### src/rtl/cic_comp_fir.sv
// CIC droop-compensation FIR: serial MAC over a circular delay line, round + saturate.
// Optional sticky out_sat flag with CIC_COMP_SAT_FLAG_EN.
module cic_comp_fir #(
    parameter int TAPS       = 15,
    parameter int IN_WIDTH   = 16,
    parameter int COEF_WIDTH = 18,
    parameter int COEF_FRAC  = 17,
    parameter int OUT_WIDTH  = 16,
    parameter logic [TAPS*COEF_WIDTH-1:0] COEFFS =
        (TAPS*COEF_WIDTH)'((1 << 17) - 1) << ((TAPS / 2) * COEF_WIDTH),
    parameter int USE_ROUND  = 1,
    parameter int USE_SAT    = 1
) (
    input  logic                 in_clock,
    input  logic                 in_reset,
    input  logic                 in_valid,
    output logic                 in_ready,
    input  logic [IN_WIDTH-1:0]  in_data,
    output logic                 out_valid,
    input  logic                 out_ready,
    output logic [OUT_WIDTH-1:0] out_data
`ifdef CIC_COMP_SAT_FLAG_EN
    ,
    output logic                 out_sat
`endif
);

    localparam int PW    = $clog2(TAPS);
    localparam int KW    = $clog2(TAPS + 1);
    localparam int MW    = IN_WIDTH + COEF_WIDTH;
    localparam int ACC_W = MW + $clog2(TAPS);

    typedef enum logic [1:0] {IDLE, MAC, FINAL, OUT} state_t;

    state_t state, state_nx;

    logic signed [IN_WIDTH-1:0]   dline [TAPS];
    logic        [PW-1:0]         wptr, base, tap, ridx;
    logic        [PW:0]           diff;
    logic        [KW-1:0]         k;
    logic signed [COEF_WIDTH-1:0] coef;
    logic signed [IN_WIDTH-1:0]   samp;
    logic signed [MW-1:0]         mul, prod;
    logic signed [ACC_W-1:0]      acc, half, rsum, shv;
    logic        [ACC_W-OUT_WIDTH:0] top;
    logic                         ovf, accept;
    logic        [OUT_WIDTH-1:0]  res;

    assign in_ready = (state == IDLE);
    assign accept   = in_valid && in_ready;

    always_ff @(posedge in_clock or posedge in_reset) begin
        if (in_reset) state <= IDLE;
        else          state <= state_nx;
    end

    always_comb begin
        state_nx = state;
        case (state)
            IDLE:    if (accept) state_nx = MAC;
            MAC:     if (k == KW'(TAPS)) state_nx = FINAL;
            FINAL:   state_nx = OUT;
            OUT:     if (out_ready) state_nx = IDLE;
            default: state_nx = IDLE;
        endcase
    end

    // Tap k reads the sample written k accepts ago: (base - k) mod TAPS.
    always_comb begin
        tap  = (k < KW'(TAPS)) ? PW'(k) : '0;
        diff = {1'b0, base} + (PW+1)'(TAPS) - {1'b0, tap};
        if (diff >= (PW+1)'(TAPS)) ridx = PW'(diff - (PW+1)'(TAPS));
        else                       ridx = PW'(diff);
    end

    assign coef = COEFFS[int'(tap)*COEF_WIDTH +: COEF_WIDTH];
    assign samp = dline[ridx];
    assign mul  = MW'(coef) * MW'(samp);

    always_comb begin
        half = '0;
        if (USE_ROUND != 0) half = ACC_W'(1) << (COEF_FRAC - 1);
        rsum = acc + half;
        shv  = rsum >>> COEF_FRAC;
        top  = shv[ACC_W-1:OUT_WIDTH-1];
        ovf  = !((&top) || !(|top));
        res  = shv[OUT_WIDTH-1:0];
        if (USE_SAT != 0 && ovf)
            res = shv[ACC_W-1] ? {1'b1, {(OUT_WIDTH-1){1'b0}}}
                               : {1'b0, {(OUT_WIDTH-1){1'b1}}};
    end

    // Multiplier output is registered; MAC runs one extra cycle to drain it.
    always_ff @(posedge in_clock or posedge in_reset) begin
        if (in_reset) begin
            for (int i = 0; i < TAPS; i++) dline[i] <= '0;
            wptr      <= '0;
            base      <= '0;
            k         <= '0;
            prod      <= '0;
            acc       <= '0;
            out_valid <= 1'b0;
            out_data  <= '0;
`ifdef CIC_COMP_SAT_FLAG_EN
            out_sat   <= 1'b0;
`endif
        end else begin
            case (state)
                IDLE: if (accept) begin
                    dline[wptr] <= in_data;
                    base        <= wptr;
                    wptr        <= (wptr == PW'(TAPS - 1)) ? '0 : wptr + 1'b1;
                    acc         <= '0;
                    k           <= '0;
                end
                MAC: begin
                    prod <= mul;
                    if (k != '0)
                        acc <= acc + {{(ACC_W-MW){prod[MW-1]}}, prod};
                    k <= k + 1'b1;
                end
                FINAL: begin
                    out_data  <= res;
                    out_valid <= 1'b1;
`ifdef CIC_COMP_SAT_FLAG_EN
                    if (ovf) out_sat <= 1'b1;
`endif
                end
                OUT: if (out_ready) out_valid <= 1'b0;
                default: ;
            endcase
        end
    end

endmodule

### config.mk
export PLATFORM = sky130hd
export DESIGN_NAME = cic_comp_fir
export DESIGN_NICKNAME = d
export VERILOG_FILES = /design/src/rtl/cic_comp_fir.sv
export SDC_FILE = /design/constraint.sdc
export NUM_CORES = 1
export LEC_CHECK = 0
export ABC_AREA = 1
export BUFFER_PORTS_ARGS = -buffer_cell sky130_fd_sc_hd__buf_4
export CAP_MARGIN = 25
export CORE_ASPECT_RATIO = 0.8
export CORE_MARGIN = 2
export CORE_UTILIZATION = 60
export DETAILED_ROUTE_END_ITERATION = 10
export PLACE_DENSITY = 0.87
export SYNTH_ARGS = -nofsm -noshare
export SYNTH_HDL_FRONTEND = slang
export SYNTH_SLANG_ARGS = --single-unit
### constraint.sdc
create_clock -name in_clock -period 17.3 [get_ports in_clock]
set_clock_uncertainty 0.2 [all_clocks]
set_input_delay 0.865 -clock in_clock [delete_from_list [all_inputs] [get_ports in_clock]]
set_output_delay 0.865 -clock in_clock [all_outputs]
set_load 0.02 [all_outputs]
After elaboration in Yosys (flattened, before gate mapping)
Index checks and enable logic that the tools add are counted.
{ "totals": {"ff_bits": 343, "inputBits": 20, "output_inout_bits": 18, "elab_cells": 86} }
{ "op_classes": {"add_sub_neg": 7, "mul": 2, "n_lt_le_gt_ge": 5, "n_eq_ne": 9, "n_shift": 1, "muxes": 22, "n_bitwise": 2, "n_reduce_logical": 15} }
{ "op_table": {"columns": ["cell", "n"], "rows": [
  ["$shiftx 270x10->18 const A", 1],
  ["$bwmux 240", 1],
  ["$mux 16", 5],
  ["$mux 38", 2],
  ["$pmux 38 s2", 1],
  ["$bmux 16 s4", 1],
  ["$demux 16 s4", 1],
  ["$add 38x18->38 const B", 1],
  ["$add 38x38->38", 1],
  ["$mul 18x16->34", 1],
  ["$mux 4", 4],
  ["$ge 5x5->1 const B", 2],
  ["$not 4->5", 2],
  ["$add 4x1->4 const B", 2],
  ["$eq 4x4->1 const B", 2],
  ["$mul 4x4->8 const B", 1],
  ["$pmux 2 s4", 1],
  ["$pmux 4 s2", 1],
  ["$mux 2", 3],
  ["$ne 2x2->1 const B", 3],
  ["$reduce_and 2->1", 3],
  ["$reduce_and 3->1", 2],
  ["$reduce_and 6->1", 1],
  ["$reduce_or 6->1", 1],
  ["17 further kinds", 20]
]} }

Depth between registers and ports, before layout
Gate-level depths: netlist of run 1.
{ "logic_depth": {"ltp_word": 10, "depth_mapped": 47, "mapped_depth_nobuf": 45} }

Worst setup path before layout of run 1
OpenSTA, ideal clock, no wires.
{ "synth_path": {"path_type": "flip-flop to flip-flop", "from": "reg k[0]", "to": "reg prod[22]", "setup_time_ns": 0.118, "arrival_time_ns": 8.207, "required_ns": 16.982, "setup_slack_ns": 8.775, "path_stages_with_launch": 44, "path_buffers": 3, "period_less_slack_ns": 8.525, "cell_sequence": "dfrtp_1 ha_1 nand3_1 nand2_1 ha_1 inv_1 fa_1 inv_1 ha_1 inv_1 a21oi_2 nand3_2 nand2_4 nand2_2 nand2_4 buf_6 buf_6 nand2_1 [8 not listed] or2_2 nand2_1 xor2_1 inv_1 fa_1 inv_1 fa_1 fa_1 ha_1 inv_1 o21bai_1 a21oi_1 a21boi_0 o21ai_0 a21oi_1 or2_2 nand3_1 nand2_1"} }
{ "synth_via": {"elab_chain_cells": 10, "elab_cells_between_ends": 13, "classes_between": "add/sub: 2; mul: 2; order compare: 2; shift: 1; mux: 5; bitwise: 1"} }
{ "synth_lines": {"columns": ["item", "line", "source"], "rows": [
  ["from (decl)", "40", "logic [KW-1:0] k;"],
  ["from (signal assigned)", "120", "k <= k + 1'b1;"],
  ["$lt 4x4->1", "70", "tap = (k < KW'(TAPS)) ? PW'(k) : '0;"],
  ["$mux 4 *", "70", null],
  ["branches (longest 7 deep; another with $mul 4x4->8)", null, null],
  ["$mul 18x16->34 *", "78", "assign mul = MW'(coef) * MW'(samp);"],
  ["to (signal assigned)", "117", "prod <= mul;"],
  ["to (decl)", "43", "logic signed [MW-1:0] mul, prod;"]
]} }
Mark *: on every way between the ends. The select of a mux whose other input is x is not followed.
A chain may end at the register's enable or synchronous reset.

Worst setup path after layout of run 1
{ "layout_path": {"from": "reg k[1]", "to": "reg prod[33]"} }
Same word-level chain as after synthesis.

==> flow_summary.json, run 1 <==
{
  "post_synth_xor_area_fraction_pct": 2.01,
  "path_clk_slew_ns": 0.06,
  "multi_input_area_mm2": 0.0129,
  "routed_wl_mm": 64.2,
  "grt_max_degree": 126,
  "cap_violations": 0,
  "period_minus_slack_ns": 10.56,
  "hold_viol_final": 0,
  "setup_viol": 0,
  "synth.area.top_cells": "dfrtp_1 (36%), nand2_1 (13%), ha_1 (8.9%)",
  "post-route-period-util_pct": 61.0,
  "die_w_um": 225,
  "cts_buffers": 36,
  "grt_use_total_pct": 31.9,
  "rows": 64,
  "synth_fp_nets": 3318,
  "tns_ns": 0,
  "fin_ws_ns": 6.74,
  "cts-htree-levels": 2,
  "yosys_most_used_dff": "dfrtp_1",
  "dieArea_mm2": 0.0408,
  "muxShareOfSynthArea_pct": 0.0850,
  "antenna_found_initial": 0,
  "grt_pass1_wl_mm": 105,
  "vias": 21200,
  "critical_path.max_fanout": 78,
  "synthTopCellsByCount": "nand2_1 (843), inv_1 (374), o21ai_0 (366)",
  "synth_area_mm2": 0.0235,
  "yosys.area.top_type": "dfrtp_1",
  "post_cts_buffers": 0,
  "synth_top_family_by_area": "simple AND/OR/NAND/NOR gates",
  "seq_area_frac_synth_pct": 36.5,
  "cts_tree": "done",
  "start_util_pct": 61.2,
  "yosys.cell_count.top_type": "nand2_1",
  "synth_top_area_share_pct": 36.5,
  "synth-simple-area-share_pct": 23.3,
  "coreArea_mm2": 0.0384,
  "cts_root_buf": "clkbuf_16",
  "slew_violations": 0,
  "relSlewSlack_pct": 30.4,
  "dp_cells": 3478,
  "postSynth.asyncResetShare_pct": 100,
  "synth_fa_ha_area_share_pct": 15.9,
  "die_h_um": 181,
  "avgSynthCellArea_um2": 7.72,
  "avgViaCountPerCell": 5.99,
  "clk_latency_ns": 0.54,
  "cts_buffer_depth": 3,
  "cpPeakStageDelay_ns": 0.73,
  "arrival_ns": 10.80,
  "grt_pass1_vias": 20200,
  "crit_top_cell": "inv_1",
  "register_area_mm2": 0.00858,
  "wl_per_cell_um": 18.1,
  "overflow": 0,
  "fill_cells": 3060,
  "hpwl_mm": 46.0,
  "ant_nets": 0,
  "drt-initial-drc-count": 2440,
  "drc": 0,
  "synth_edf_count": 0,
  "cp-end-kind": "flip-flop",
  "areaGrowthSynthToFinish_pct": 8.28,
  "crit_type": "flip-flop to flip-flop",
  "ctsHoldBuffers": 0,
  "portBuffers": 37,
  "crit_path_top_delay_cell": "fa_1",
  "worst_hold_slack_ns": 0.253,
  "pre_cts_ws_ns": 6.99,
  "synth_cell_types": 54,
  "drtPass1Iterations": 6,
  "worst_pin_slew_ns": 1.04,
  "routabilityCongestion": 0.980,
  "tritoncts_num_sinks": 343,
  "cts-resized-gates": 0,
  "n_antenna_cell": 0,
  "ios": 38,
  "yosys_register_bits": 343,
  "status": "complete, no violations",
  "hp-class": "primary input to async pin",
  "cp-start-kind": "flip-flop",
  "final_nets": 3295,
  "grt_setup_unrepaired": "no",
  "syn_inst": 3048,
  "worstPathRequired_ns": 17.55,
  "synth_compound_area_share_pct": 13.4,
  "layoutNonFillerInstCount": 3542,
  "layout-drive-gt1-share_pct": 5.74,
  "fmax_mhz": 94.7,
  "yosys_warnings": 0
}
## worst max-delay path: cells and delay by family, from the launching register on
| kind | cells | cell delay [ns] |
|---|---|---|
| xor gates and xnor gates | 2 | 0.33 |
| and+or+nand+nor | 15 | 2.41 |
| DFF | 1 | 0.41 |
| AOI/OAI and AO/OA | 5 | 0.88 |
| buffers and inverters | 9 | 1.54 |
| adders and majority gates | 11 | 4.60 |
## cell families after synthesis
kind of cell	Yosys count
AND/OR/NAND/NOR	1313
AO/OA/AOI/OAI	576
buffers and inverters	509
flip-flops	343
adder cells (fa/ha/maj)	250
XOR/XNOR	54
multiplexers	2
other	1
## state kept, by name, summed over array words and instances, names as in the netlist
register   cells
base           4
state          2
dline        240
wptr           4
prod          34
out_valid      1
out_data      16
k              4
acc           38
## per-layer routing
metal / GRT usage, % / share of wire, %
met5: 0 / 0
met4: 8.58 / 2.4
met3: 6.20 / 11
met2: 47.4 / 43
met1: 47.6 / 44
## metrics by stage
step           instance area (um2)  utilization (%)
6_report                     25500             66.3
3_3_place_gp                 24000             62.3
4_1_cts                      25400             66.0
3_5_place_dp                 24100             62.8
5_1_grt                      25500             66.3
2_1_floorplan                23500                -
## cell usage in the layout (no fill, tap or decap), drive strengths merged, types with 9 or more instances in the layout
master	n
a21oi	109
a31oi	28
buf	66
clkbuf	48
dfrtp	343
fa	82
ha	168
inv	383
nand2	850
nand3	257
nand4	10
nor2	142
nor3	21
nor4	9
o2111ai	12
o21ai	373
o21bai	19
or2	13
xnor2	10
xor2	44
## final timing paths
check | from | endpoint | slack (ns) | cells past startpoint
setup / recovery | k[1] | prod[33] | 6.74 | 42
hold / removal | in_reset | dline[189] | 0.25 | 2
setup reg to reg | k[1] | prod[33] | 6.74 | 42
hold reg to reg | dline[15] | dline[15] | 0.28 | 2
max in group asynchronous | in_reset | acc[7] | 14.74 | 5
min in group in_clock | dline[15] | dline[15] | 0.28 | 2
## area by class of cell
class,instances,area share (%)
Timing Repair Buffer,66,2.81
Tap cell,495,2.43
Multi-Input combinational cell,2196,50.6
Inverter,382,5.66
Sequential cell,343,33.7
Clock buffer,48,4.10
Clock inverter,12,0.731
Power of run 1 is not shown: default switching activity piles up to over one toggle a cycle in this logic, so the estimate is an artifact.
==> inputs of run 2 (changes only) <==
Settings changed: CORE_UTILIZATION 60 to 58.
Clock period 17.3 ns to 9.6 ns, I/O delays scaled along.
==> flow_summary.json, run 2 (synthesis results as in run 1) <==
{
  "cts_tree": "done",
  "grt_max_degree": 195,
  "grt_pass1_vias": 21100,
  "reg2reg_slack_ns": 0.22,
  "layout-drive-gt1-share_pct": 7.99,
  "relSlewSlack_pct": 22.3,
  "final_nets": 3337,
  "fmax_mhz": 107,
  "coreArea_mm2": 0.0397,
  "final_cell_mix": "nand2_1 (841), inv_1 (372), o21ai_0 (362)",
  "status": "finished with violations",
  "final_common_cell": "nand2_1",
  "worst_hold_slack_ns": 0.0443,
  "largestRegisters": "dline (240), acc (38), prod (34)",
  "dieArea_mm2": 0.0422,
  "hpwl_mm": 47.3,
  "fin_ws_ns": 0.215,
  "die_h_um": 184,
  "critical_path.max_fanout": 12,
  "clk_latency_ns": 0.56,
  "avgViaCountPerCell": 6.04,
  "routed_wl_mm": 70.3,
  "period_minus_slack_ns": 9.38,
  "portBuffers": 37,
  "crit_type": "flip-flop to flip-flop",
  "crit_path_top_delay_cell": "fa_1",
  "cp-start-kind": "flip-flop",
  "grt_use_total_pct": 32.0,
  "post-route-period-util_pct": 97.8,
  "worst_pin_slew_ns": 1.17,
  "fill_cells": 3101,
  "worstRegToRegCells": 44,
  "cpPeakStageDelay_ns": 0.55,
  "cts_root_buf": "clkbuf_16",
  "grt_pass1_wl_mm": 109,
  "overflow": 0,
  "cp-end-kind": "flip-flop",
  "hold_viol_final": 0,
  "start_util_pct": 59.3,
  "layoutNonFillerInstCount": 3626,
  "n_antenna_cell": 0,
  "vias": 21900,
  "drt-initial-drc-count": 3226,
  "violations": "DRC",
  "arrival_ns": 9.61,
  "setup_viol": 0,
  "tns_ns": 0,
  "ios": 38,
  "cts_buffers": 37,
  "worstPathRequired_ns": 9.83,
  "ant_nets": 0,
  "cap_violations": 0,
  "drtPass1Iterations": 11,
  "path_delay_family": "adder cells",
  "areaGrowthSynthToFinish_pct": 11.3,
  "timing.critical_path.to": "prod[23]",
  "path_clk_slew_ns": 0.06,
  "cts_buffer_depth": 3,
  "dp_cells": 3542,
  "crit_top_cell": "inv_1",
  "worst-path-buf-inv": 11,
  "wl_per_cell_um": 19.4,
  "die_w_um": 229,
  "routabilityCongestion": 0.995,
  "startpoint": "k[0]",
  "drc": 1,
  "r2r_start": "k[0]",
  "hp-class": "primary input to flip-flop",
  "r2r_end": "prod[23]",
  "largest_reg_flops": 240,
  "pre_cts_ws_ns": 0.0256,
  "tritoncts_num_sinks": 343,
  "critical_path_depth": 44,
  "slew_violations": 0,
  "antenna_found_initial": 0,
  "rows": 65,
  "hold_depth": 4,
  "cts-htree-levels": 2,
  "top_register": "dline"
}
## run 2: what timing repair did
item / CTS / global route
setup buffers: 0 / 11
resized for setup: 2 / 52
pin swaps: 0 / 15
hold buffers: 0 / 1
gates cloned: 0 / 9
setup endpoints to repair: 2 / 20
endpoints found under the hold margin: 0 / 44
## run 2: worst register-to-register path: cells and delay by family, from the launching register on
kind / cells / cell delay, ns
and+or+nand+nor: 14 / 1.92
xor gates and xnor gates: 1 / 0.19
adders and majority gates: 11 / 4.19
DFF: 1 / 0.40
buffers and inverters: 11 / 1.07
AOI/OAI and AO/OA: 7 / 1.29
## run 2: worst min path at each step
stage,slack [ns],endpoint,startpoint
2_1_floorplan,0.25,dline[33],dline[33]
3_3_place_gp,0.26,dline[44],dline[44]
3_5_place_dp,0.27,dline[42],dline[42]
4_1_cts,0.03,out_valid,out_ready
5_1_grt,0.08,out_valid,out_ready
6_report,0.04,out_valid,out_ready
## run 2: through the flow
step	cell area [um2]	util (%)
floorplan	23500	-
global placement	24300	61.2
detailed placement	24400	61.4
CTS	25600	64.6
global route	26200	66.0
finish	26200	66.0
## run 2: area by class of cell
cell class,count,area [um2],share of cell area (%)
clock buffers,46,1020,3.89
inverters,382,1440,5.50
multi-input cells,2197,13100,50.0
repair buffers,106,1120,4.28
well taps,536,671,2.56
flip-flops and latches,343,8580,32.8
clock inverters,16,251,0.960
## run 2: routing by layer
| layer | part of all wire [%] | up-vias | global-route usage (%) |
|---|---|---|---|
| met2 | 43 | 1380 | 48.2 |
| met3 | 13 | 240 | 6.68 |
| li1 | - | 9927 | - |
| met4 | 2.9 | 0 | 9.45 |
| met1 | 42 | 10300 | 46.8 |
| met5 | 0 | - | 0 |
Power of run 2 is left out for the same reason.
